## src/rtl/fir_out_requant.sv

```systemverilog
// Requantises 32-bit FIR sums to 16 bits (round half-up, saturate), decimates, and buffers kept samples.
// Latency: a kept sample is on out_data/out_valid two clocks after the edge that accepts it.
// Backpressure: out_ready stalls only the FIFO; when full, a kept sample is dropped and drop_sticky latches.
module fir_out_requant #(
  parameter int SHIFT = 8,
  parameter int DECIM = 1,
  parameter int DEPTH = 4
) (
  input  logic                       clk,
  input  logic                       rst_n,
  input  logic                       clr,
  input  logic                       in_valid,
  input  logic signed [31:0]         in_data,
  output logic                       out_valid,
  input  logic                       out_ready,
  output logic signed [15:0]         out_data,
  output logic [$clog2(DEPTH):0]     fifo_level,
  output logic                       sat_pulse,
  output logic                       drop_sticky
);

  localparam int AW = $clog2(DEPTH);
  localparam int LW = AW + 1;
  localparam int PW = (DECIM > 1) ? $clog2(DECIM) : 1;
  localparam logic signed [32:0] RND = 33'sd1 <<< (SHIFT - 1);

  logic [PW-1:0]        phase_q, phase_d;
  logic                 keep_w;
  logic signed [32:0]   t_w, r_w;
  logic signed [15:0]   q_w;
  logic                 clip_w;

  logic                 s1_vld_q;
  logic signed [15:0]   s1_dat_q;
  logic                 sat_q;

  logic signed [15:0]   mem_q [DEPTH];
  logic [LW-1:0]        wr_cnt_q, wr_cnt_d, rd_cnt_q, rd_cnt_d;
  logic [LW-1:0]        level_w;
  logic                 pop_w, full_w, wr_en_w, drop_w;
  logic                 out_vld_q, out_vld_d;
  logic signed [15:0]   out_dat_q;
  logic                 drop_q;

  // Round half toward +inf in a 33-bit intermediate so 0x7FFFFFFF cannot wrap, then clip to 16 bits.
  always_comb begin
    t_w    = {in_data[31], in_data} + RND;
    r_w    = t_w >>> SHIFT;
    q_w    = r_w[15:0];
    clip_w = 1'b0;
    if (r_w > 33'sd32767) begin
      q_w    = 16'sh7fff;
      clip_w = 1'b1;
    end else if (r_w < -33'sd32768) begin
      q_w    = -16'sh8000;
      clip_w = 1'b1;
    end
  end

  // Decimation phase advances on every input strobe; only phase 0 samples are kept.
  always_comb begin
    keep_w  = in_valid && (phase_q == '0);
    phase_d = phase_q;
    if (in_valid) begin
      phase_d = (phase_q == PW'(DECIM - 1)) ? '0 : phase_q + PW'(1);
    end
  end

  // Stage 1 register: never stalls, loads only kept samples, flags clipping for one cycle.
  always_ff @(posedge clk or negedge rst_n) begin
    if (!rst_n) begin
      phase_q  <= '0;
      s1_vld_q <= 1'b0;
      s1_dat_q <= '0;
      sat_q    <= 1'b0;
    end else if (clr) begin
      phase_q  <= '0;
      s1_vld_q <= 1'b0;
      s1_dat_q <= '0;
      sat_q    <= 1'b0;
    end else begin
      phase_q  <= phase_d;
      s1_vld_q <= keep_w;
      sat_q    <= keep_w && clip_w;
      if (keep_w) s1_dat_q <= q_w;
    end
  end

  // FIFO control: a full write is accepted only if the head leaves in the same cycle. The output
  // register looks at the write count from before this edge, so a write shows up one clock later.
  always_comb begin
    level_w   = wr_cnt_q - rd_cnt_q;
    pop_w     = out_vld_q && out_ready;
    full_w    = (level_w == LW'(DEPTH));
    wr_en_w   = s1_vld_q && (!full_w || pop_w);
    drop_w    = s1_vld_q && full_w && !pop_w;
    wr_cnt_d  = wr_cnt_q + (wr_en_w ? LW'(1) : LW'(0));
    rd_cnt_d  = rd_cnt_q + (pop_w ? LW'(1) : LW'(0));
    out_vld_d = ((wr_cnt_q - rd_cnt_d) != '0);
  end

  // Storage array has no reset; the counters define which entries are meaningful.
  always_ff @(posedge clk) begin
    if (wr_en_w && !clr) mem_q[wr_cnt_q[AW-1:0]] <= s1_dat_q;
  end

  // Pointer, registered head and sticky drop state; out_data keeps its last value while empty.
  always_ff @(posedge clk or negedge rst_n) begin
    if (!rst_n) begin
      wr_cnt_q  <= '0;
      rd_cnt_q  <= '0;
      out_vld_q <= 1'b0;
      out_dat_q <= '0;
      drop_q    <= 1'b0;
    end else if (clr) begin
      wr_cnt_q  <= '0;
      rd_cnt_q  <= '0;
      out_vld_q <= 1'b0;
      out_dat_q <= '0;
      drop_q    <= 1'b0;
    end else begin
      wr_cnt_q  <= wr_cnt_d;
      rd_cnt_q  <= rd_cnt_d;
      out_vld_q <= out_vld_d;
      if (out_vld_d) out_dat_q <= mem_q[rd_cnt_d[AW-1:0]];
      if (drop_w) drop_q <= 1'b1;
    end
  end

  assign out_valid   = out_vld_q;
  assign out_data    = out_dat_q;
  assign fifo_level  = level_w;
  assign sat_pulse   = sat_q;
  assign drop_sticky = drop_q;

endmodule

```

## config.mk

```make
export PLATFORM = sky130hd
export DESIGN_NAME = fir_out_requant
export DESIGN_NICKNAME = d
export VERILOG_FILES = /design/src/rtl/fir_out_requant.sv
export SDC_FILE = /design/constraint.sdc
export NUM_CORES = 1
export LEC_CHECK = 0
export CAP_MARGIN = 20
export CORE_MARGIN = 4
export CORE_UTILIZATION = 50
export CTS_CLUSTER_DIAMETER = 60
export DETAILED_ROUTE_END_ITERATION = 10
export GPL_ROUTABILITY_DRIVEN = 0
export MAX_ROUTING_LAYER = met4
export PLACE_DENSITY = 0.76
export SYNTH_ARGS = -nofsm -noshare
export SYNTH_HDL_FRONTEND = slang
export SYNTH_SLANG_ARGS = --single-unit
```

## constraint.sdc

```tcl
create_clock -name clk -period 3.2 [get_ports clk]
set_input_delay 0.64 -clock clk [delete_from_list [all_inputs] [get_ports clk]]
set_output_delay 0.64 -clock clk [all_outputs]
set_load 0.01 [all_outputs]
```

; ---- Yosys cells after proc, flatten, opt, wreduce, memory -nomap -nowiden
; Memories as Yosys holds them, arrays and structs flattened.
; Cells that the tools add are included.
[word_totals]
reg_bits = 43
mem_count = 1
in_bits = 37
wordCells = 58
out_inout_bits = 22
ramBits = 64
[mem_list]
columns = memory, depth, word_bits, rd, rd_clocked_by_memory_dff, wr, line_no
row1 = mem_q, 4, 16, 1, 0, 1, 37  ; logic signed [15:0] mem_q [DEPTH];
[classes]
eq_ne = 1
n_addsub = 6
n_reduce_logical = 16
magnitude_cmp = 2
bitwise = 1
muxes = 22
[ops]
columns = operator, n
row1 = $mux 16, 6
row2 = $add 32x9->33 const B, 1
row3 = $gt 25x16->1 const B, 1
row4 = $lt 25x16->1 const B, 1
row5 = $mux 1, 14
row6 = $reduce_bool 2->1, 4
row7 = $logic_and 1x1->1, 7
row8 = $add 3x1->3, 2
row9 = $mux 3, 2
row10 = $sub 3x3->3, 2
row11 = $eq 3x3->1 const B, 1
row12 = $logic_not 1->1, 3
row13 = $reduce_bool 3->1, 1
row14 = $add 1x1->1 const B, 1
row15 = $logic_or 1x1->1, 1
row16 = $not 1->1, 1

; ---- Depth between registers and ports, before layout
; Gate-level depths: netlist of run 1.
[logic_depth]
depth_word = 8
mapped_depth = 16
mapped_depth_nobuf = 12

; ---- Least setup slack after synthesis of run 1
; No wires, ideal clock.
[synth_path]
kind = input to register
from = input out_ready
to = register out_dat_q[10] (netlist: out_data[10])
setup_time_ns = 0.132
stages = 16
path_slack_ns = -0.433
arrival_ns = 3.501
path_cell_list = nand2_1 > inv_1 > ha_1 > ha_1 > clkbuf_1 > buf_1 > inv_1 > ha_1 > nor2b_1 > xnor2_1 > xnor2_1 > and3_1 > clkbuf_1 > buf_2 > mux2i_1 > nor2_1
[synth_via]
elab_chain_len = 6
elab_cells_between_ends = 9
classes_between = add/sub (2) / mux (3) / reduce/logical (3) / memory (1)
[synth_lines]
columns = item, line_no
row1 = start: declaration, 15  ; input logic out_ready,
row2 = $logic_and 1x1->1 (*), 93  ; pop_w = out_vld_q && out_ready;
row3 = $mux 1 (*), 98  ; rd_cnt_d = rd_cnt_q + (pop_w ? LW'(1) : LW'(0));
row4 = $add 3x1->3 (*), 98
row5 = $sub 3x3->3 / $mem_v2 4x16 (equally long branches), -
row6 = $reduce_bool 3->1 / $mux 16 (equally long branches), "99, 125"
row7 = $reduce_bool 2->1 (no line) / $mux 16 (equally long branches), -
row8 = end signal: assignment, 125  ; if (out_vld_d) out_dat_q <= mem_q[rd_cnt_d[AW-1:0]];
row9 = end: declaration, 42  ; logic signed [15:0] out_dat_q;
; Every way passes the cells marked *; elsewhere a longest branch is shown, timed or not. The select of a mux whose other input is x is not followed.
; A chain may end at the register's enable or synchronous reset.

; ---- Worst setup path after layout of run 1
[layout_path]
from = register wr_cnt_q[0]
to = output fifo_level[2]
[layout_via]
elab_chain_len = 1
[layout_lines]
columns = item, line_no
row1 = start: declaration, 38  ; logic [LW-1:0] wr_cnt_q, wr_cnt_d, rd_cnt_q, rd_cnt_d;
row2 = start signal: assignment, 122  ; wr_cnt_q <= wr_cnt_d;
row3 = $sub 3x3->3, 92  ; level_w = wr_cnt_q - rd_cnt_q;
row4 = end: declaration, 17  ; output logic [$clog2(DEPTH):0] fifo_level,
; Every way passes these cells.

==> results of run 1 <==
## Yosys cell counts, types with 6 or more instances
cell type / number
clkbuf_1: 6
mux4_2: 16
inv_1: 11
dfrtp_1: 42
and3_1: 6
edfxtp_1: 64
xor2_1: 6
nand3_1: 8
xnor2_1: 18
nand2_1: 16
nand4_1: 6
nor2_1: 30
ha_1: 8
mux2i_1: 18
a221o_1: 9
## metrics by stage
step	power [uW]	std cells	instance area (sq um)
finish	3600	536	5830
global route	3810	536	5830
CTS	3640	535	5810
detailed placement	2850	519	5620
global placement	2820	519	5620
floorplan	2380	318	4740
## registers in the layout, indices dropped and copies added, names as in the netlist
signal and count:
drop_sticky 1, mem_q 64, out_data 16, out_valid 1, rd_cnt_q 3, s1_dat_q 16
s1_vld_q 1, sat_pulse 1, wr_cnt_q 3
## metal layers
layer	vias up	wire length, um	track usage
met3	7	454	0.0263
li1	1381	-	-
met1	1385	3690	0.212
met2	80	4510	0.300
met5	-	0	-
met4	0	97	0.0544
## power by group
group	leakage, uW	switching [uW]	internal (uW)	total, uW
logic	0.00105	490	635	1120
registers	0.00115	88.6	1600	1680
clock network	0.0000889	426	363	790
total	0.00228	1000	2590	3600
## cell type report
type / count / share of cell area
clock buffers: 10 / 0.0219
clock inverters: 6 / 0.0114
inverters: 11 / 0.00709
multi-input cells: 189 / 0.289
flip-flops and latches: 106 / 0.510
well taps: 129 / 0.0277
repair buffers: 85 / 0.133
## final timing paths
kind                                               from                 endpoint  slack [ps]  depth (start not counted)
worst max-delay path              wr_cnt_q[0]$_DFF_PN0_            fifo_level[2]         180                          6
worst min-delay path                              rst_n  out_data[4]$_DFFE_PN0P_         430                          1
min in group clk                drop_sticky$_DFFE_PN0P_  drop_sticky$_DFFE_PN0P_         510                          2
worst min register to register  drop_sticky$_DFFE_PN0P_  drop_sticky$_DFFE_PN0P_         510                          2
max in group asynchronous                         rst_n    wr_cnt_q[0]$_DFF_PN0_        2100                          1
worst max register to register    wr_cnt_q[0]$_DFF_PN0_    mem_q[1][7]$_DFFE_PP_         420                         11
## cells in the final DEF, fill, tap and decap left out, types with 2 or more instances in the layout
master / count
nor3_1: 5
xnor2_1: 18
edfxtp_1: 64
a211o_1: 2
buf_4: 33
nand4_1: 6
nor2b_1: 4
xor2_1: 6
ha_1: 8
dfrtp_1: 41
or3_1: 3
clkdlybuf4s50_1: 50
o21ai_0: 2
and3_1: 6
mux4_2: 16
nor4_2: 2
nand3_1: 8
a21oi_1: 3
a221o_1: 9
a221o_2: 5
nor2_1: 30
clkinvlp_4: 3
mux2i_1: 18
clkbuf_8: 9
nor3_2: 2
inv_1: 11
nand2_1: 16
## worst max-delay path, stage by stage, from the launching register on
cell	delay, ps
dfrtp_2	420
inv_1	100
ha_1	220
fa_1	380
xnor2_1	140
xnor2_1	210
clkdlybuf4s50_1	570
## repair_timing
action,in CTS,in global routing
hold buffers,0,0
buffers inserted,0,1
resized for setup,0,2
endpoints found under the setup margin,0,4
## cell families after synthesis
kind of cell | count (synthesis) | share of synthesized area
adders and majority gates | 9 | 0.0254
buffers and inverters | 23 | 0.0217
AOI/OAI and AO/OA | 30 | 0.0602
and+or+nand+nor | 92 | 0.107
xor gates and xnor gates | 24 | 0.0444
muxes | 34 | 0.114
DFF | 106 | 0.627
==> impl_metrics.env, run 1 <==
export IMPL_synth_top_cell_by_area="edfxtp_1"
export IMPL_place_hpwl_mm=6.26
export IMPL_root_buffer="clkbuf_8"
export IMPL_synth_edf_count=64
export IMPL_fin_setup_tns_ps=0
export IMPL_cp_data_required_time_ps=2560
export IMPL_max_slew_worst_pin_slew_ps=968
export IMPL_grt_max_degree=43
export IMPL_fin_nets=448
export IMPL_setup_violations_final=0
export IMPL_clock_fmax_mhz=331
export IMPL_period_minus_slack_ps=3020
export IMPL_row_count=35
export IMPL_synth_cells=318
export IMPL_critPathArrivalTime_ps=2380
export IMPL_multi_input_area_sq_um=1680
export IMPL_drive_gt1_frac=0.214
export IMPL_async_reset_ff_frac=0.396
export IMPL_crit_path_end_kind="output port"
export IMPL_final_antenna_net_count=0
export IMPL_grt_pass1_wl_mm=14.7
export IMPL_fillers=703
export IMPL_synth_nets=364
export IMPL_final_seq_area_sq_um=2970
export IMPL_cts_sinks=106
export IMPL_wirelength_mm=8.74
export IMPL_synth_cell_types=46
export IMPL_port_buffers=51
export IMPL_clockBufferDepth=2
export IMPL_drt_initial_drc_count=172
export IMPL_ir_drop_mv=0.301
export IMPL_antenna_found_initial=0
export IMPL_slew_viol_final=0
export IMPL_first_global_vias=2992
export IMPL_power_density_nw_per_um2=618
export IMPL_fin_skew_ps=9.08
export IMPL_start_util=0.513
export IMPL_antenna_cells=0
export IMPL_core_sq_um=9240
export IMPL_htree_num_levels=3
export IMPL_synth_warnings=0
export IMPL_critPathMaxFanout=4
export IMPL_p_leak_uw=0.00228
export IMPL_setup_ws_ps=178
export IMPL_relSlewSlack=0.355
export IMPL_rsz0062_at_grt="no"
export IMPL_status="finished clean"
export IMPL_clkTransAtPathRegs_ps=100
export IMPL_whs_ps=434
export IMPL_die_area_sq_um=11100
export IMPL_numCtsBuffers=9
export IMPL_clk_latency_ps=350
export IMPL_grtUsageTotal=0.174
export IMPL_final_util=0.631
export IMPL_vias=2853
export IMPL_wl_per_cell_um=16.3
export IMPL_ys_ff_latch=106
export IMPL_drv_cap=0
export IMPL_yosysSeqAreaShare=0.627
export IMPL_min_period_over_period=0.944
export IMPL_synth_area_per_cell_sq_um=14.9
export IMPL_dp_slack_ps=-266
export IMPL_die_h_um=105
export IMPL_io_pins=59
export IMPL_crit_type="reg -> out"
export IMPL_grt_overflow=0
export IMPL_area_delta_synth_final_pct=23.0
export IMPL_drc_errors=0
export IMPL_min_path_type="in -> async"
export IMPL_synth_flop_cell="edfxtp_1"
export IMPL_synth_area_sq_um=4740
export IMPL_cts_tree="built"
export IMPL_ys_top_cells_by_area="edfxtp_1, dfrtp_1, mux4_2"
export IMPL_start_kind="flop"
export IMPL_finalHoldViolCount=0
export IMPL_die_w_um=105
export IMPL_viasPerCell=5.32
export IMPL_synth_top_area_share=0.406
export IMPL_dr_pass1_iters=4
Power figures use the tool's default switching activity.
==> inputs of run 2 (changes only) <==
- ABC_AREA: default -> 1
- PLACE_DENSITY: 0.76 -> 0.75
- SKIP_LAST_GASP: default -> 1
==> run 2 against run 1 <==
  * Critical path depth grew 1
  * Global-route usage rose by 0.76 points
  * Final cell count grew 38%
  * Die area grew 7.9%
  * Non-clock buffer count decreased by 19
  * Clock skew grew 2.6 ps
  * First-iteration DRC count is 2.9% lower
  * Worst hold slack got worse by 35 ps
==> impl_metrics.env, run 2 <==
export IMPL_synth_most_common_cell="nand2_1"
export IMPL_grtUsageTotal=0.182
export IMPL_htree_num_levels=3
export IMPL_io_pins=59
export IMPL_synth_cell_types=32
export IMPL_antenna_found_initial=0
export IMPL_drive_gt1_frac=0.118
export IMPL_synth_area_sq_um=5140
export IMPL_die_w_um=109
export IMPL_ir_drop_mv=0.271
export IMPL_mostFrequentLayoutCells="nand2_1, nor2_1, edfxtp_1, inv_1, clkdlybuf4s50_1"
export IMPL_die_h_um=109
export IMPL_critPathArrivalTime_ps=2410
export IMPL_dr_pass1_iters=4
export IMPL_final_common_cell="nand2_1"
export IMPL_synth_top_area_share=0.374
export IMPL_rr_worst_depth=12
export IMPL_slew_viol_final=0
export IMPL_start_util=0.519
export IMPL_critPathMaxFanout=4
export IMPL_rsz0062_at_grt="no"
export IMPL_vias=3733
export IMPL_cts_tree="built"
export IMPL_synth_commonest_cells="nand2_1, edfxtp_1, nor2_1, inv_1, o21ai_0"
export IMPL_power_density_nw_per_um2=571
export IMPL_grt_max_degree=43
export IMPL_setup_violations_final=0
export IMPL_post_cts_buffers=0
export IMPL_reg2reg_slack_ps=500
export IMPL_yosysSeqAreaShare=0.578
export IMPL_p_leak_uw=0.00253
export IMPL_antenna_cells=0
export IMPL_port_buffers=51
export IMPL_synth_warnings=0
export IMPL_crit_type="reg -> out"
export IMPL_finalPower_uw=3470
export IMPL_cts_sinks=106
export IMPL_ys_top_cells_by_area="edfxtp_1, dfrtp_1, nand2_1"
export IMPL_clk_latency_ps=350
export IMPL_synth_nets=588
export IMPL_timing_rr_start="wr_cnt_q[0]$_DFF_PN0_"
export IMPL_clockBufferDepth=2
export IMPL_critPathMaxStageDelay_ps=470
export IMPL_crit_chain="inv_1 > ha_1 > fa_1 > xor2_1 > xor2_1 > inv_1 > clkdlybuf4s50_1"
export IMPL_min_period_over_period=0.954
export IMPL_drc_errors=0
export IMPL_clock_fmax_mhz=328
export IMPL_first_global_vias=3620
export IMPL_wirelength_mm=9.75
export IMPL_wl_per_cell_um=13.2
export IMPL_place_hpwl_mm=7.08
export IMPL_largest_register_ffs=64
export IMPL_drv_cap=0
export IMPL_finalHoldViolCount=0
export IMPL_relSlewSlack=0.399
export IMPL_crit_path_end_kind="output port"
export IMPL_min_path_type="in -> async"
export IMPL_row_count=36
export IMPL_dpl_cell_area_sq_um=5860
export IMPL_crit_path_start="wr_cnt_q[0]$_DFF_PN0_"
export IMPL_synth_area_per_cell_sq_um=9.49
export IMPL_final_antenna_net_count=0
export IMPL_numCtsBuffers=9
export IMPL_die_area_sq_um=12000
export IMPL_critPathSlowestCell="clkdlybuf4s50_1"
export IMPL_async_reset_ff_frac=0.396
export IMPL_grt_overflow=0
export IMPL_root_buffer="clkbuf_8"
export IMPL_synth_top_cell_by_area="edfxtp_1"
export IMPL_synth_flop_cell="edfxtp_1"
export IMPL_grt_pass1_wl_mm=16.3
export IMPL_core_sq_um=9910
export IMPL_status="finished clean"
export IMPL_viasPerCell=5.04
export IMPL_max_slew_worst_pin_slew_ps=902
export IMPL_period_minus_slack_ps=3050
export IMPL_fin_setup_tns_ps=0
export IMPL_fin_area_sq_um=6080
export IMPL_ys_ff_latch=106
export IMPL_cp_data_required_time_ps=2560
export IMPL_start_kind="flop"
export IMPL_synth_cells=542
export IMPL_area_delta_synth_final_pct=18.2
export IMPL_clkTransAtPathRegs_ps=100
export IMPL_synth_edf_count=64
export IMPL_fin_nets=650
export IMPL_whs_ps=400
export IMPL_final_util=0.614
export IMPL_fin_skew_ps=11.7
export IMPL_drt_initial_drc_count=167
## run 2: changes by cell type after synthesis, moves of 16 or more
cell	change
mux4_2	-16
nor2_1	+34
o21ai_0	+47
nand2_1	+125
nand2_2	+16
mux2i_1	-18
o22ai_1	+16
inv_1	+44
## run 2: report_power, final
group	internal [uW]	switching, uW
sequential	1570	63.8
combinational	426	555
clock	438	417
## run 2: worst paths after layout
check                                           to
setup / recovery                     fifo_level[2]
setup reg to reg            mem_q[1][13]$_DFFE_PP_
hold / removal               rd_cnt_q[2]$_DFF_PN0_
max in group asynchronous    wr_cnt_q[0]$_DFF_PN0_
hold reg to reg            drop_sticky$_DFFE_PN0P_
min in group clk           drop_sticky$_DFFE_PN0P_
## run 2: routing by layer
layer / global-route usage / vias to the layer above / share of wire / routed length, um
met1: 0.216 / 1733 / 0.44 / 4310
met3: 0.0264 / 8 / 0.047 / 455
li1: - / 1886 / - / -
met2: 0.316 / 106 / 0.50 / 4840
met5: - / - / 0 / 0
met4: 0.0632 / 0 / 0.014 / 139
## run 2: cell families after synthesis
logic type      synth area share
buf+inv                   0.0611
simple gates               0.227
flops                      0.578
compound gates            0.0764
fa+ha+maj                 0.0234
xor+xnor                  0.0341
## run 2: what timing repair did
| item | 4_1_cts | 5_1_grt |
|---|---|---|
| gates resized for setup | 0 | 1 |
| hold buffers | 0 | 0 |
| endpoints found under the setup margin | 0 | 1 |
## run 2: layout make-up
| class | count | area, sq um |
|---|---|---|
| Tap cell | 133 | 166 |
| Multi-Input combinational cell | 363 | 1880 |
| Fill cell | 848 | 3830 |
| Clock buffer | 9 | 124 |
| Inverter | 58 | 218 |
| Timing Repair Buffer | 66 | 631 |
| Clock inverter | 6 | 91.3 |
| Sequential cell | 106 | 2970 |
## run 2: critical path, delay by kind of cell (launching register included)
family	cells	cell delay (ps)
buffers and inverters	3	650
adder cells (fa/ha/maj)	2	610
flip-flops	1	420
XOR/XNOR	2	380
## run 2: metrics by stage
stage	std cells	setup WS (ps)
finish	741	148
global route	741	5.85
CTS	741	60.8
detailed placement	726	-83.2
global placement	726	44.7
floorplan	542	-15.4
==> inputs of run 3 (changes only) <==
- CAP_MARGIN: 20 -> 10
- CTS_CLUSTER_DIAMETER: 60 -> 200
- SLEW_MARGIN: default -> 40
==> run 3 against run 2 <==
  * Setup slack worse by 4.1 ps
  * Flip-flop and latch count unchanged
  * Final cell count unchanged
  * Via count is 0.35% lower
  * Register-to-register slack about the same
  * Clock power about the same
  * Total power up 0.13%
  * Sequential share of layout area about the same
  * Clock skew about the same
  * Critical path depth stayed put
  * Combinational power is essentially flat
==> impl_metrics.env, run 3 (same netlist as run 2, synthesis figures left out) <==
export IMPL_status="finished clean"
export IMPL_fin_setup_tns_ps=0
export IMPL_drive_gt1_frac=0.118
export IMPL_swShare=0.299
export IMPL_timing_rr_start="wr_cnt_q[0]$_DFF_PN0_"
export IMPL_final_util=0.614
export IMPL_cp_data_required_time_ps=2560
export IMPL_clockBufferDepth=2
export IMPL_largest_register_ffs=64
export IMPL_grtUsageTotal=0.182
export IMPL_setup_ws_ps=144
export IMPL_p_leak_uw=0.00253
export IMPL_antenna_found_initial=0
export IMPL_crit_type="reg -> out"
export IMPL_row_count=36
export IMPL_clkPwrFrac=0.247
export IMPL_clock_fmax_mhz=327
export IMPL_wl_per_cell_um=13.2
export IMPL_critPathMaxFanout=4
export IMPL_drt_initial_drc_count=160
export IMPL_viasPerCell=5.02
export IMPL_max_slew_worst_pin_slew_ps=515
export IMPL_placedCellCount=726
export IMPL_relSlewSlack=0.656
export IMPL_power_density_nw_per_um2=571
export IMPL_die_h_um=109
export IMPL_post_cts_buffers=0
export IMPL_cts_tree="built"
export IMPL_mostFrequentLayoutCells="nand2_1, nor2_1, edfxtp_1, inv_1, clkdlybuf4s50_1"
export IMPL_clk_latency_ps=360
export IMPL_port_buffers=51
export IMPL_rr_worst_depth=12
export IMPL_fin_nets=650
export IMPL_place_hpwl_mm=7.08
export IMPL_numCtsBuffers=9
export IMPL_rsz0062_at_grt="no"
export IMPL_dr_pass1_iters=4
export IMPL_grt_max_degree=43
export IMPL_p_comb_frac=0.283
export IMPL_die_w_um=109
export IMPL_min_period_over_period=0.955
export IMPL_met3_usage=0.0270
export IMPL_root_buffer="clkbuf_8"
export IMPL_grt_overflow=0
export IMPL_grt_busiest_layer="met2"
export IMPL_cts_hold_buffers=0
export IMPL_finalHoldViolCount=0
export IMPL_io_pins=59
export IMPL_core_sq_um=9910
export IMPL_seq_power_share=0.470
export IMPL_grt_use_met1=0.215
export IMPL_clkTransAtPathRegs_ps=100
export IMPL_die_area_sq_um=12000
export IMPL_drc_errors=0
export IMPL_internal_power_uw=2430
export IMPL_grt_pass1_wl_mm=16.3
export IMPL_cts_sinks=106
export IMPL_first_global_vias=3669
export IMPL_final_antenna_net_count=0
export IMPL_post_cts_resized=0
export IMPL_critPathArrivalTime_ps=2420
export IMPL_wirelength_mm=9.78
export IMPL_setup_violations_final=0
export IMPL_slew_viol_final=0
export IMPL_drv_cap=0
export IMPL_fin_skew_ps=12.0
export IMPL_power_switching_uw=1040
export IMPL_antenna_cells=0
export IMPL_dp_slack_ps=-77.1
export IMPL_met2_usage=0.314
export IMPL_ir_drop_mv=0.295
export IMPL_crit_path_end_kind="output port"
export IMPL_area_delta_synth_final_pct=18.3
export IMPL_final_cell_count_no_fill=741
export IMPL_crit_path_start="wr_cnt_q[0]$_DFF_PN0_"
export IMPL_final_common_cell="nand2_1"
export IMPL_period_minus_slack_ps=3060
export IMPL_start_kind="flop"
export IMPL_start_util=0.519
export IMPL_min_path_type="in -> async"
export IMPL_vias=3720
export IMPL_htree_num_levels=3
## run 3: cell count changes in the layout (fill, tap and decap cells not counted)
cell	change
buf_2	-1
buf_4	+1
## run 3: final timing paths
kind	to	slack [ps]
worst max-delay path	fifo_level[2]	140
worst min-delay path	rd_cnt_q[2]$_DFF_PN0_	240
worst max register to register	mem_q[1][6]$_DFFE_PP_	490
worst min register to register	drop_sticky$_DFFE_PN0P_	520
max in group asynchronous	s1_dat_q[12]$_DFFE_PN0P_	2590
min in group clk	drop_sticky$_DFFE_PN0P_	520
## run 3: final cells by class
| type | count | area (sq um) |
|---|---|---|
| clock buffers | 9 | 124 |
| clock inverters | 6 | 91.3 |
| fillers | 865 | 3830 |
| inverters | 58 | 218 |
| multi-input cells | 363 | 1880 |
| flip-flops and latches | 106 | 2970 |
| well taps | 133 | 166 |
| repair buffers | 66 | 633 |
## run 3: power groups by stage
stage          clock [uW]  sequential, uW  combinational, uW
2_1_floorplan           0            1690                527
3_3_place_gp            0            1660                954
3_5_place_dp            0            1660                987
4_1_cts               878            1630                993
5_1_grt               940            1650               1100
6_report              859            1630                982
## run 3: worst max-delay path: stages, from the launching register on
cell and delay (ps):
dfrtp_2 420, inv_1 120, ha_1 230, fa_1 380, xor2_1 170, xor2_1 210, inv_1 60, clkdlybuf4s50_1 470
## run 3: routing by layer
layer  up-vias  wire length, um
met5         -                0
met4         0              157
met3        10              463
met2        97             4860
met1      1727             4300
li1       1886                -
## run 3: through the flow
| stage | hold slack [ps] | cell area (sq um) | total power, uW |
|---|---|---|---|
| 5_1_grt | 276 | 6080 | 3690 |
| 4_1_cts | 253 | 6080 | 3510 |
| 6_report | 238 | 6080 | 3470 |
| 3_3_place_gp | 477 | 5860 | 2610 |
| 2_1_floorplan | 344 | 5140 | 2210 |
| 3_5_place_dp | 494 | 5870 | 2650 |
